File: config.mk
export PLATFORM = sky130hd
export DESIGN_NAME = red_pitaya_sort_pulser
export DESIGN_NICKNAME = d
export VERILOG_FILES = /design/src/rtl/red_pitaya_sort_pulser.sv
export SDC_FILE = /design/constraint.sdc
export NUM_CORES = 1
export LEC_CHECK = 0
export ABC_CLOCK_PERIOD_IN_PS = 3600
export BUFFER_PORTS_ARGS = -buffer_cell sky130_fd_sc_hd__buf_4
export CAP_MARGIN = 20
export CORE_MARGIN = 2
export CORE_UTILIZATION = 45
export CTS_CLUSTER_SIZE = 28
export DETAILED_ROUTE_END_ITERATION = 10
export GPL_ROUTABILITY_DRIVEN = 1
export SYNTH_ARGS = -nofsm -noshare
export SYNTH_HDL_FRONTEND = slang
export SYNTH_SLANG_ARGS = --single-unit
File: constraint.sdc
create_clock -name adc_clk_i -period 3.6 [get_ports adc_clk_i]
set_clock_uncertainty 0.05 [all_clocks]
set_input_delay 0.36 -clock adc_clk_i [delete_from_list [all_inputs] [get_ports adc_clk_i]]
set_output_delay 0.36 -clock adc_clk_i [all_outputs]
set_load 0.005 [all_outputs]
File: src/rtl/red_pitaya_sort_pulser.sv
// Sort-trigger pulser: each rising edge of sort_trig_i emits a bipolar square burst on dac_o.
// Build option SORT_PULSER_SW_TRIG_EN adds a software trigger register at 0x2C.
module red_pitaya_sort_pulser #(
  parameter int DW  = 14,
  parameter int MEM = 32
) (
  input  logic          adc_clk_i,
  input  logic          adc_rstn_i,
  input  logic          sort_trig_i,
  output logic [DW-1:0] dac_o,
  output logic          busy_o,
  input  logic [31:0]   sys_addr,
  input  logic [31:0]   sys_wdata,
  input  logic [3:0]    sys_sel,
  input  logic          sys_wen,
  input  logic          sys_ren,
  output logic [31:0]   sys_rdata,
  output logic          sys_err,
  output logic          sys_ack
);

  typedef enum logic [1:0] {IDLE = 2'd0, HI = 2'd1, LO = 2'd2} state_t;

  localparam logic [MEM-1:0] ONE = MEM'(1);

  logic [19:0]    addr;
  logic           enable_reg;
  logic           abort_reg;
  logic [DW-1:0]  hi_code_reg;
  logic [DW-1:0]  lo_code_reg;
  logic [DW-1:0]  idle_code_reg;
  logic [MEM-1:0] half_period_reg;
  logic [MEM-1:0] n_cycles_reg;

  state_t         state;
  logic           trig_q;
  logic           rise;
  logic [DW-1:0]  sh_hi;
  logic [DW-1:0]  sh_lo;
  logic [MEM-1:0] sh_hp;
  logic [MEM-1:0] sh_n;
  logic [MEM-1:0] phase_cnt;
  logic [MEM-1:0] cyc_cnt;
  logic [MEM-1:0] trig_count;
  logic [MEM-1:0] missed_count;

  logic unused;
  assign unused  = ^{sys_sel, sys_addr[31:20]};
  assign addr    = sys_addr[19:0];
  assign sys_err = 1'b0;

`ifdef SORT_PULSER_SW_TRIG_EN
  logic sw_trig_reg;

  always_ff @(posedge adc_clk_i or negedge adc_rstn_i) begin
    if (!adc_rstn_i) sw_trig_reg <= 1'b0;
    else             sw_trig_reg <= sys_wen && (addr == 20'h2C) && sys_wdata[0];
  end

  assign rise = (sort_trig_i & ~trig_q) | sw_trig_reg;
`else
  assign rise = sort_trig_i & ~trig_q;
`endif

  always_ff @(posedge adc_clk_i or negedge adc_rstn_i) begin
    if (!adc_rstn_i) begin
      sys_ack         <= 1'b0;
      sys_rdata       <= '0;
      enable_reg      <= 1'b0;
      abort_reg       <= 1'b0;
      hi_code_reg     <= {1'b0, {(DW-1){1'b1}}};
      lo_code_reg     <= {1'b1, {(DW-1){1'b0}}};
      idle_code_reg   <= '0;
      half_period_reg <= MEM'(6250);
      n_cycles_reg    <= MEM'(10);
    end else begin
      sys_ack   <= sys_wen | sys_ren;
      abort_reg <= 1'b0;
      if (sys_wen) begin
        case (addr)
          20'h00: begin
            enable_reg <= sys_wdata[0];
            abort_reg  <= sys_wdata[1];
          end
          20'h04:  hi_code_reg     <= sys_wdata[DW-1:0];
          20'h08:  lo_code_reg     <= sys_wdata[DW-1:0];
          20'h0C:  idle_code_reg   <= sys_wdata[DW-1:0];
          20'h10:  half_period_reg <= MEM'(sys_wdata);
          20'h14:  n_cycles_reg    <= MEM'(sys_wdata);
          default: ;
        endcase
      end
      sys_rdata <= '0;
      if (sys_ren) begin
        case (addr)
          20'h00:  sys_rdata <= {31'd0, enable_reg};
          20'h04:  sys_rdata <= {{(32-DW){1'b0}}, hi_code_reg};
          20'h08:  sys_rdata <= {{(32-DW){1'b0}}, lo_code_reg};
          20'h0C:  sys_rdata <= {{(32-DW){1'b0}}, idle_code_reg};
          20'h10:  sys_rdata <= 32'(half_period_reg);
          20'h14:  sys_rdata <= 32'(n_cycles_reg);
          20'h20:  sys_rdata <= 32'(trig_count);
          20'h24:  sys_rdata <= 32'(missed_count);
          20'h28:  sys_rdata <= {28'd0, state, 1'b0, busy_o};
          default: sys_rdata <= '0;
        endcase
      end
    end
  end

  // phase_cnt counts the cycles already spent in the current half; >= makes a zero half-period act as one.
  always_ff @(posedge adc_clk_i or negedge adc_rstn_i) begin
    if (!adc_rstn_i) begin
      state        <= IDLE;
      dac_o        <= '0;
      busy_o       <= 1'b0;
      trig_q       <= 1'b0;
      sh_hi        <= '0;
      sh_lo        <= '0;
      sh_hp        <= '0;
      sh_n         <= '0;
      phase_cnt    <= '0;
      cyc_cnt      <= '0;
      trig_count   <= '0;
      missed_count <= '0;
    end else begin
      trig_q <= sort_trig_i;
      if (abort_reg) begin
        state  <= IDLE;
        dac_o  <= idle_code_reg;
        busy_o <= 1'b0;
      end else begin
        case (state)
          IDLE: begin
            dac_o <= idle_code_reg;
            if (rise && enable_reg) begin
              trig_count <= trig_count + ONE;
              if (n_cycles_reg != '0) begin
                sh_hi     <= hi_code_reg;
                sh_lo     <= lo_code_reg;
                sh_hp     <= half_period_reg;
                sh_n      <= n_cycles_reg;
                phase_cnt <= ONE;
                cyc_cnt   <= ONE;
                state     <= HI;
                dac_o     <= hi_code_reg;
                busy_o    <= 1'b1;
              end
            end
          end
          HI: begin
            if (rise) missed_count <= missed_count + ONE;
            if (phase_cnt >= sh_hp) begin
              state     <= LO;
              dac_o     <= sh_lo;
              phase_cnt <= ONE;
            end else begin
              phase_cnt <= phase_cnt + ONE;
            end
          end
          LO: begin
            if (rise) missed_count <= missed_count + ONE;
            if (phase_cnt >= sh_hp) begin
              phase_cnt <= ONE;
              if (cyc_cnt < sh_n) begin
                cyc_cnt <= cyc_cnt + ONE;
                state   <= HI;
                dac_o   <= sh_hi;
              end else begin
                state  <= IDLE;
                dac_o  <= idle_code_reg;
                busy_o <= 1'b0;
              end
            end else begin
              phase_cnt <= phase_cnt + ONE;
            end
          end
          default: begin
            state  <= IDLE;
            dac_o  <= idle_code_reg;
            busy_o <= 1'b0;
          end
        endcase
      end
    end
  end

endmodule

==> results of run 1 <==
## worst max path at each step
stage,cells after the start,slack (ns),end,start
after floorplan,9,0.89,cyc_cnt[11],phase_cnt[13]
after global placement,11,0.48,dac_o[11],cyc_cnt[27]
after detailed placement,11,0.43,dac_o[11],cyc_cnt[27]
after CTS,11,0.40,dac_o[11],cyc_cnt[27]
after global routing,11,0.18,dac_o[11],cyc_cnt[27]
final,10,0.45,missed_count[28],state[1]
## worst register-to-register path, stage by stage (launching register included)
cell and delay (ns):
dfrtp_1 0.42, inv_1 0.09, ha_1 0.40, and4bb_2 0.38, and4_1 0.33, and3_1 0.29
nand3_1 0.23, nor3_2 0.34, nand3_1 0.22, nor2_1 0.17, xor2_1 0.17
## per-layer routing
metal  track usage (%)  wire length, um  up-vias
met3              2.82             2520       79
met4              7.60             1200        0
met5                 0                0        -
li1                  -                -     6251
met1              34.8            23200     6903
met2              36.8            22400      375
## layout by cell type, fill, tap and decap left out, drive strengths merged, types with 5 or more instances in the layout
master         n
a22oi         62
a222oi        16
a2111oi       14
nand2        100
clkbuf        58
nor3b          6
bufinv         6
and4          13
o31ai         10
and2          11
xnor2         38
or3           21
ha            71
mux2         202
o21ai         49
dfrtp        357
buf          155
clkinv         7
a221o         14
inv           79
xor2          43
nand3         51
a211oi        18
a21oi         93
a21o          25
nor3          18
or4           14
nand2b         5
dfstp         22
dlygate4sd3   22
nor2          87
nor4          16
and3          26
nand4         25
a31oi         13
## area by class of cell
class | count | area [um2] | share of cell area [%]
clock inverters | 18 | 258 | 1.19
clock buffers | 58 | 1180 | 5.45
repair buffers | 177 | 1500 | 6.93
well taps | 532 | 666 | 3.07
flip-flops and latches | 379 | 9510 | 43.8
inverters | 78 | 293 | 1.35
multi-input cells | 1094 | 8290 | 38.2
## metrics by stage
stage	worst slack [ns]	area (um2)
CTS	0.403	21700
global route	0.180	21700
finish	0.448	21700
global placement	0.476	20000
floorplan	0.892	18400
detailed placement	0.435	20000
## power breakdown
group          internal, mW  total [mW]  switching [mW]
Combinational         0.578        1.57           0.991
Clock                  2.73        4.49            1.76
Sequential             4.36        4.46          0.0994
## cell families (layout without fill, tap and decap cells)
group / count (synthesis) / in the layout
buf+inv: 148 / 331
flops: 379 / 379
simple gates: 405 / 405
other cells: 1 / 1
xor+xnor: 81 / 81
compound gates: 332 / 332
fa+ha+maj: 71 / 71
mux: 204 / 204
==> reports/results.txt, run 1 <==
final setup TNS = 0 ns
Adder-Cell Fraction of Synth Area = 4.84%
mux cell area share after synthesis = 12.5%
hold path startpoint = sys_wdata[9]
global-route wire length before repair = 77000 um
Total GRT Usage = 23.7%
slowest stage delay, CP = 0.42 ns
post-route ant nets = 0
Final Util = 53.5%
crit path DAT = 3.58 ns
Synth top area share = 48.6%
reg2reg setup slack = 0.45 ns
ys flop type = dfrtp_1
Core ar. = 0.0406 mm2
post-CTS resize count = 0
worst reg2reg endpoint = missed_count[28]
Cell Area, Synth = 0.0184 mm2
compound-cell area share of the yosys netlist = 12.3%
CP max-delay cell = dfrtp_1
hold endpoint = n_cycles_reg[9]
width of the die = 206 um
critical-path maximum fanout = 7
Post-CTS Hold Buffers = 22
P_leak = 10.3 nW
Worst setup SP type = register
Buf/Inv on CP = 1
status = finished, final reports clean
via/cell ratio = 5.83
Clock Tree Buf Depth = 3
1st-pass router iterations = 6
clk slew on worst S/H paths = 0.06 ns
final setup fails = 0
synth cell count leaders = dfrtp_1 (357), mux2_2 (184), nand2_1 (99)
number of global-route vias before repair = 13400
Final Max Slew Viols = 0
Async SR Flop Fraction = 100%
nature of the critical path endpoint = register
worst vdd ir = 0.000370 V
Finished Layout Cells = 2336
CTS tree = yes
Die ar. = 0.0425 mm2
PortBufs = 104
Inst Count DP = 2238
FMAX = 317 MHz
initial core utilization = 45.3%
crit share post-route = 87.6%
CTS H-tree depth = 2
Final Hold Viols = 0
Post-Synthesis Cells = 1621
clk root buf = clkbuf_16
IO Pins = 122
WL/cell = 21.1 um
Yosys warning count = 0
CP delay by family, top = simple AND/OR/NAND/NOR gates
#FFs+latches synth = 379
Avg Cell Area, Syn = 11.3 um2
post-synth top area cell = dfrtp_1
Hold Crit Depth = 2
synth-to-layout area growth = 18.2%
measured slew at the worst slew-check pin = 0.841 ns
Mapped Nets = 1765
post-DP HPWL = 34200 um
post-layout min period = 3.15 ns
reg2reg path depth = 10
Ant. Diodes = 0
nets@finish = 1916
Die H = 206 um
cell mode on critical path = nand3_1
Initial DRC Count = 911
site row count = 74
Synth area leaders = dfrtp_1 (49%), mux2_2 (11%), ha_1 (4.8%), dfstp_2 (3.1%), a21oi_1 (2.5%)
WL final = 49300 um
CP Data Required Time = 4.03 ns
Post-synth EDFFs = 0
# Post-CTS Setup Buffers = 0
later-pin clock latency in the skew report = 0.57 ns
register area share after synthesis = 51.8%
GPL Wtd Cong = 0.848
Fin Hold WS = 0.0241 ns
pin count of the biggest net entering global routing = 87
total of max-cap violations = 0
normalized max-slew margin = 43.9%
post-synthesis simple-gate area fraction = 11.5%
fill count = 3508
initial antenna violation count = 0
drt drc = 0
grt total ovfl = 0
layout cells sized above 1 = 25.2%
worst path cell trace = inv_1, ha_1, and4bb_2, and4_1, and3_1, nand3_1, nor3_2, nand3_1, nor2_1, xor2_1
XOR/XNOR Fraction of Synth Area = 3.86%
most common cell in the netlist = dfrtp_1
Hold Crit Class = primary input to register
Via Count = 13600
Cell variety after synth = 70
CTS Buf Count = 42
origin of the critical flop-to-flop path = state[1]
RSZ-0062 raised after global routing = no
PD cells = 485 mW/mm2
largest family of logic cells by synthesized area = multiplexers
WS Path Type = register to register
clk sinks = 379
Tot Pwr = 10.5 mW
No activity file was read; power rests on OpenSTA's default activity.
==> run 2: changes to the inputs <==
--- a/config.mk
+++ b/config.mk
@@ -8,8 +8,7 @@
 export ABC_CLOCK_PERIOD_IN_PS = 3600
 export BUFFER_PORTS_ARGS = -buffer_cell sky130_fd_sc_hd__buf_4
 export CAP_MARGIN = 20
-export CORE_MARGIN = 2
-export CORE_UTILIZATION = 45
+export CORE_UTILIZATION = 25
 export CTS_CLUSTER_SIZE = 28
 export DETAILED_ROUTE_END_ITERATION = 10
 export GPL_ROUTABILITY_DRIVEN = 1
==> run 2 against run 1 <==
The run now ends with design-rule violations left. First-iteration DRC count decreased by 2.2%. Sequential power hardly changed. Flip-flop and latch count is the same. Maximum frequency down 1.3%. Critical endpoint is now dac_o[1].
==> reports/results.txt, run 2 (synthesis results as in run 1) <==
status = complete, but fails checks
failing checks = design-rule violations
IO Pins = 122 (unchanged)
fill count = 7444 (+110%)
clk root buf = clkbuf_16
Hold Crit Class = primary input to register
P_sw = 2.82 mW (-1.1%)
synth-to-layout area growth = 19.0%
total of max-cap violations = 0 (unchanged)
pin count of the biggest net entering global routing = 87 (unchanged)
measured slew at the worst slew-check pin = 1.02 ns (+0.183 ns)
CTS Buf Count = 38 (-9.5%)
WS Path Type = register to register
1st-pass router iterations = 10 (+4)
hold path startpoint = sys_wdata[21]
RSZ-0062 raised after global routing = no
reg2reg path depth = 10 (unchanged)
grt total ovfl = 0 (unchanged)
normalized max-slew margin = 31.7% (-12 points)
post-DP HPWL = 35800 um (+4.4%)
Clock Tree Buf Depth = 3 (unchanged)
GPL Wtd Cong = 0.817 (-3.7%)
layout cells sized above 1 = 24.7% (-0.52 points)
post-layout min period = 3.19 ns (+0.0406 ns)
drt drc = 4 (+4)
clock share of power = 39.7% (-3.0 points)
clk sinks = 379 (unchanged)
width of the die = 273 um (+33%)
post-route ant nets = 0 (unchanged)
Int Pwr = 7.18 mW (-6.4%)
CTS H-tree depth = 2 (unchanged)
Final Hold Viols = 0 (unchanged)
Core ar. = 0.0728 mm2 (+80%)
Via Count = 13600 (-0.32%)
Die ar. = 0.0746 mm2 (+76%)
reg2reg setup slack = 0.41 ns (-0.04 ns)
via/cell ratio = 4.96 (-15%)
critical-path maximum fanout = 14 (+7)
worst path cell trace = ha_1, nand4_1, nor4_1, inv_1, nor3_2, a21o_1, a21oi_2, buf_4, a2111oi_0, a21o_1
later-pin clock latency in the skew report = 0.55 ns (-0.02 ns)
WL final = 50400 um (+2.1%)
Worst setup SP type = register
site row count = 99 (+34%)
crit path DAT = 3.61 ns (+0.03 ns)
logic gate share of total power = 15.5% (+0.6 points)
CTS tree = yes
Sw Ratio = 28.2% (+1.1 points)
Seq pwr share = 44.8% (+2.4 points)
Hold Crit Depth = 2 (unchanged)
Final Max Slew Viols = 0 (unchanged)
PD cells = 458 mW/mm2 (-5.6%)
crit share post-route = 88.7% (+1.1 points)
FMAX = 313 MHz (-1.3%)
global-route wire length before repair = 80000 um (+4.0%)
Finished Cell Area = 0.0219 mm2 (+0.67%)
Die H = 273 um (+33%)
nets@finish = 1894 (-1.1%)
number of global-route vias before repair = 14000 (+4.5%)
final setup fails = 0 (unchanged)
slowest stage delay, CP = 0.63 ns (+0.21 ns)
most frequent cells in the layout = dfrtp_1 (357), mux2_2 (184), buf_4 (138)
WL/cell = 18.4 um (-13%)
CP max-delay cell = a2111oi_0
Initial DRC Count = 891 (-2.2%)
post-CTS resize count = 0 (unchanged)
P_leak = 10.1 nW (-1.8%)
CP Data Required Time = 4.02 ns (about the same)
hold endpoint = half_period_reg[21]
# Post-CTS Setup Buffers = 0 (unchanged)
nature of the critical path endpoint = register
cell mode on critical path = a21o_1
final setup TNS = 0 ns (unchanged)
initial antenna violation count = 0 (unchanged)
placed inst area = 0.0205 mm2 (+2.3%)
worst vdd ir = 0.000278 V (-25%)
clk slew on worst S/H paths = 0.07 ns (about the same)
PortBufs = 104 (unchanged)
commonest non-fill, non-tap cell in the layout = dfrtp_1
initial core utilization = 25.2% (-20 points)
Total GRT Usage = 13.5% (-10 points)
origin of the critical flop-to-flop path = cyc_cnt[27]
worst reg2reg endpoint = dac_o[1]
==> run 2: how the worst max path moves through the flow <==
stage	startpoint	endpoint
6_report	cyc_cnt[27]	dac_o[1]
2_1_floorplan	phase_cnt[13]	cyc_cnt[11]
5_1_grt	cyc_cnt[27]	dac_o[6]
4_1_cts	phase_cnt[27]	cyc_cnt[0]
3_5_place_dp	phase_cnt[27]	cyc_cnt[0]
3_3_place_gp	cyc_cnt[27]	dac_o[6]
==> run 2: power groups by stage <==
stage          Combinational [mW]  Clock, mW  Sequential (mW)
2_1_floorplan               0.909          0             4.51
3_3_place_gp                 1.49          0             4.55
3_5_place_dp                 1.53          0             4.56
4_1_cts                      1.55       4.08             4.48
5_1_grt                      1.69       4.23             4.49
6_report                     1.55       3.97             4.49
==> run 2: area by class of cell <==
| type | count | area (um2) | share of cell area, % |
|---|---|---|---|
| Multi-Input combinational cell | 1094 | 8300 | 38.0 |
| Inverter | 78 | 293 | 1.34 |
| Tap cell | 959 | 1200 | 5.49 |
| Clock buffer | 51 | 1050 | 4.81 |
| Clock inverter | 16 | 170 | 0.779 |
| Antenna cell | 1 | 2.50 | 0.0115 |
| Sequential cell | 379 | 9510 | 43.5 |
| Timing Repair Buffer | 159 | 1330 | 6.09 |
==> run 2: routing by layer <==
| layer | GRT usage, % | wire length (um) | up-vias | part of all wire (%) |
|---|---|---|---|---|
| met5 | 0 | 0 | - | 0 |
| met1 | 17.0 | 21600 | 6938 | 43 |
| li1 | - | - | 6200 | - |
| met2 | 23.3 | 25100 | 338 | 50 |
| met3 | 1.72 | 2090 | 88 | 4.1 |
| met4 | 5.26 | 1600 | 0 | 3.2 |
==> run 2: critical path: cells and delay by family, from the launching register on <==
family | cells | cell delay [ns]
AOI/OAI and AO/OA | 4 | 1.04
and+or+nand+nor | 3 | 0.91
DFF | 1 | 0.44
adders and majority gates | 1 | 0.34
buffers and inverters | 2 | 0.34
==> run 2: metrics by stage <==
stage / utilization [%] / setup slack (ns) / hold WS (ns) / power (mW) / instances
6_report: 30.0 / 0.408 / 0.0133 / 10.0 / 2737
3_3_place_gp: 28.2 / 0.447 / 0.339 / 6.04 / 2657
5_1_grt: 30.0 / 0.187 / 0.0114 / 10.4 / 2736
2_1_floorplan: - / 0.892 / 0.0144 / 5.42 / 1621
4_1_cts: 30.0 / 0.350 / 0.00832 / 10.1 / 2736
3_5_place_dp: 28.2 / 0.382 / 0.345 / 6.09 / 2657
==> run 2: repair_timing <==
item	in CTS	in global routing
hold buffers	12	0
hold endpoints to repair	83	0
endpoints found under the setup margin	0	0
==> run 3: changes to the inputs <==
--- a/config.mk
+++ b/config.mk
@@ -12,6 +12,9 @@
 export CTS_CLUSTER_SIZE = 28
 export DETAILED_ROUTE_END_ITERATION = 10
 export GPL_ROUTABILITY_DRIVEN = 1
+export GPL_TIMING_DRIVEN = 0
+export PLACE_DENSITY = 0.38
+export SETUP_SLACK_MARGIN = 0.1
 export SYNTH_ARGS = -nofsm -noshare
 export SYNTH_HDL_FRONTEND = slang
 export SYNTH_SLANG_ARGS = --single-unit
==> run 3 against run 2 <==
The flow now finishes without violations. Largest power group is now clock. Core utilization increased by 0.96 points. Critical path type unchanged. Total power increased by 13%. Sequential share of layout area decreased by 1.3 points. Global-route usage increased by 2.7 points.
==> reports/results.txt, run 3 (synthesis results as in run 1) <==
Die ar. = 0.0746 mm2 (unchanged)
Ant. Diodes = 0 (-1)
clk sinks = 379 (unchanged)
worst path cell trace = inv_1, ha_1, nand4_1, nor4_2, a22oi_1, o211ai_1, a211oi_4, clkbuf_2, a211oi_1, a2111oi_1, a21o_1
Via Count = 13600 (+0.51%)
commonest non-fill, non-tap cell in the layout = dfrtp_1
crit share post-route = 90.9% (+2.2 points)
total of max-cap violations = 0 (unchanged)
P_leak = 10.4 nW (+2.8%)
nature of the critical path endpoint = register
layout cells sized above 1 = 24.1% (-0.62 points)
final setup TNS = 0 ns (unchanged)
IO Pins = 122 (unchanged)
PortBufs = 104 (unchanged)
clk root buf = clkbuf_16
crit path DAT = 3.76 ns (+0.15 ns)
normalized max-slew margin = 30.5% (-1.2 points)
1st-pass router iterations = 7 (-3)
critical-path maximum fanout = 10 (-4)
hold endpoint = idle_code_reg[6]
final worst slack = 0.328 ns (-0.0798 ns)
WL final = 59600 um (+18%)
Total GRT Usage = 16.2% (+2.7 points)
grt total ovfl = 0 (unchanged)
most frequent cells in the layout = dfrtp_1 (357), mux2_2 (184), buf_4 (106)
Die H = 273 um (unchanged)
pin count of the biggest net entering global routing = 111 (+28%)
WL/cell = 21.2 um (+15%)
final setup fails = 0 (unchanged)
synth-to-layout area growth = 22.7%
worst reg2reg endpoint = dac_o[8]
worst vdd ir = 0.000320 V (+15%)
hold path startpoint = sys_wdata[6]
CP delay by family, top = compound AO/OA/AOI/OAI gates
reg2reg setup slack = 0.33 ns (-0.08 ns)
wire length on met3 = 2320 um (+11%)
via/cell ratio = 4.85 (-2.1%)
initial antenna violation count = 2 (+2)
site row count = 99 (unchanged)
Tot Pwr = 11.3 mW (+13%)
post-route ant nets = 0 (unchanged)
Routed met1 length = 28600 um (+32%)
Core ar. = 0.0728 mm2 (unchanged)
CTS H-tree depth = 2 (unchanged)
GPL Wtd Cong = 0.773 (-5.3%)
origin of the critical flop-to-flop path = sh_n[30]
reg2reg path depth = 11 (+1)
drt drc = 0 (-4)
clk slew on worst S/H paths = 0.06 ns (about the same)
CP Data Required Time = 4.09 ns (+0.07 ns)
fill count = 7516 (+0.97%)
nets@finish = 1957 (+3.3%)
area of the multi-input gates = 0.00834 mm2 (+0.53%)
post-layout min period = 3.27 ns (+0.0798 ns)
Buf/Inv on CP = 2 (unchanged)
Worst setup SP type = register
Sequential Area = 0.00951 mm2 (unchanged)
Clock Tree Buf Depth = 3 (unchanged)
Initial DRC Count = 699 (-22%)
Final Hold Viols = 0 (unchanged)
WS Path Type = register to register
CTS Buf Count = 48 (+26%)
pre-CTS setup slack = -0.600 ns (-0.983 ns)
top layer in use = met5
initial core utilization = 25.2% (unchanged)
PD cells = 499 mW/mm2 (+9.1%)
measured slew at the worst slew-check pin = 1.04 ns (+0.0187 ns)
width of the die = 273 um (unchanged)
status = finished, final reports clean
met2 WL = 27100 um (+7.9%)
global-route wire length before repair = 91000 um (+14%)
later-pin clock latency in the skew report = 0.60 ns (+0.05 ns)
RSZ-0062 raised after global routing = no
Hold Crit Class = primary input to register
Final Max Slew Viols = 0 (unchanged)
Final Util = 31.0% (+0.96 points)
number of global-route vias before repair = 14200 (+1.2%)
Hold Crit Depth = 2 (unchanged)
CP max-delay cell = a2111oi_1
CTS tree = yes
FMAX = 306 MHz (-2.4%)
slowest stage delay, CP = 0.52 ns (-0.11 ns)
post-DP HPWL = 44100 um (+23%)
==> run 3: power by group <==
group | internal (mW) | switching [mW] | total (mW)
clock | 3.10 | 1.97 | 5.07
combinational | 0.565 | 1.14 | 1.71
sequential | 4.36 | 0.118 | 4.48
==> run 3: through the flow <==
step	instance area [um2]	hold slack [ns]	std cells
6_report	22600	0.0352	2811
4_1_cts	22500	0.00174	2811
5_1_grt	22600	0.0101	2811
3_3_place_gp	20400	0.418	2684
3_5_place_dp	20500	0.322	2689
2_1_floorplan	18400	0.0144	1621
==> run 3: area by class of cell <==
class	count	share of cell area [%]
Clock buffer	75	6.54
Multi-Input combinational cell	1094	37.0
Timing Repair Buffer	142	5.36
Clock inverter	14	0.938
Sequential cell	379	42.2
Inverter	78	1.30
Tap cell	959	5.32
Buffer	70	1.39
==> run 3: worst max-delay path by stage <==
stage	start	endpoint	slack (ns)	cells past startpoint
2_1_floorplan	phase_cnt[13]	cyc_cnt[11]	0.89	9
3_3_place_gp	adc_rstn_i	dac_o[5]	-2.05	1
3_5_place_dp	phase_cnt[27]	dac_o[12]	-0.60	10
4_1_cts	cyc_cnt[17]	dac_o[13]	0.04	10
5_1_grt	sh_n[30]	dac_o[1]	0.1	11
6_report	sh_n[30]	dac_o[8]	0.33	11
==> run 3: layer usage <==
layer  global-route usage (%)  vias up
li1                         -     6364
met1                     22.6     6911
met2                     25.4      258
met3                     2.53       98
met4                     5.12        2
met5                        0        -
==> run 3: what timing repair did <==
item | in CTS | in global routing
gates cloned | 0 | 0
setup buffers | 0 | 0
setup endpoints to repair | 139 | 21
hold buffers | 33 | 0
pin swaps | 0 | 1
gates resized for setup | 17 | 17
endpoints found under the hold margin | 155 | 0
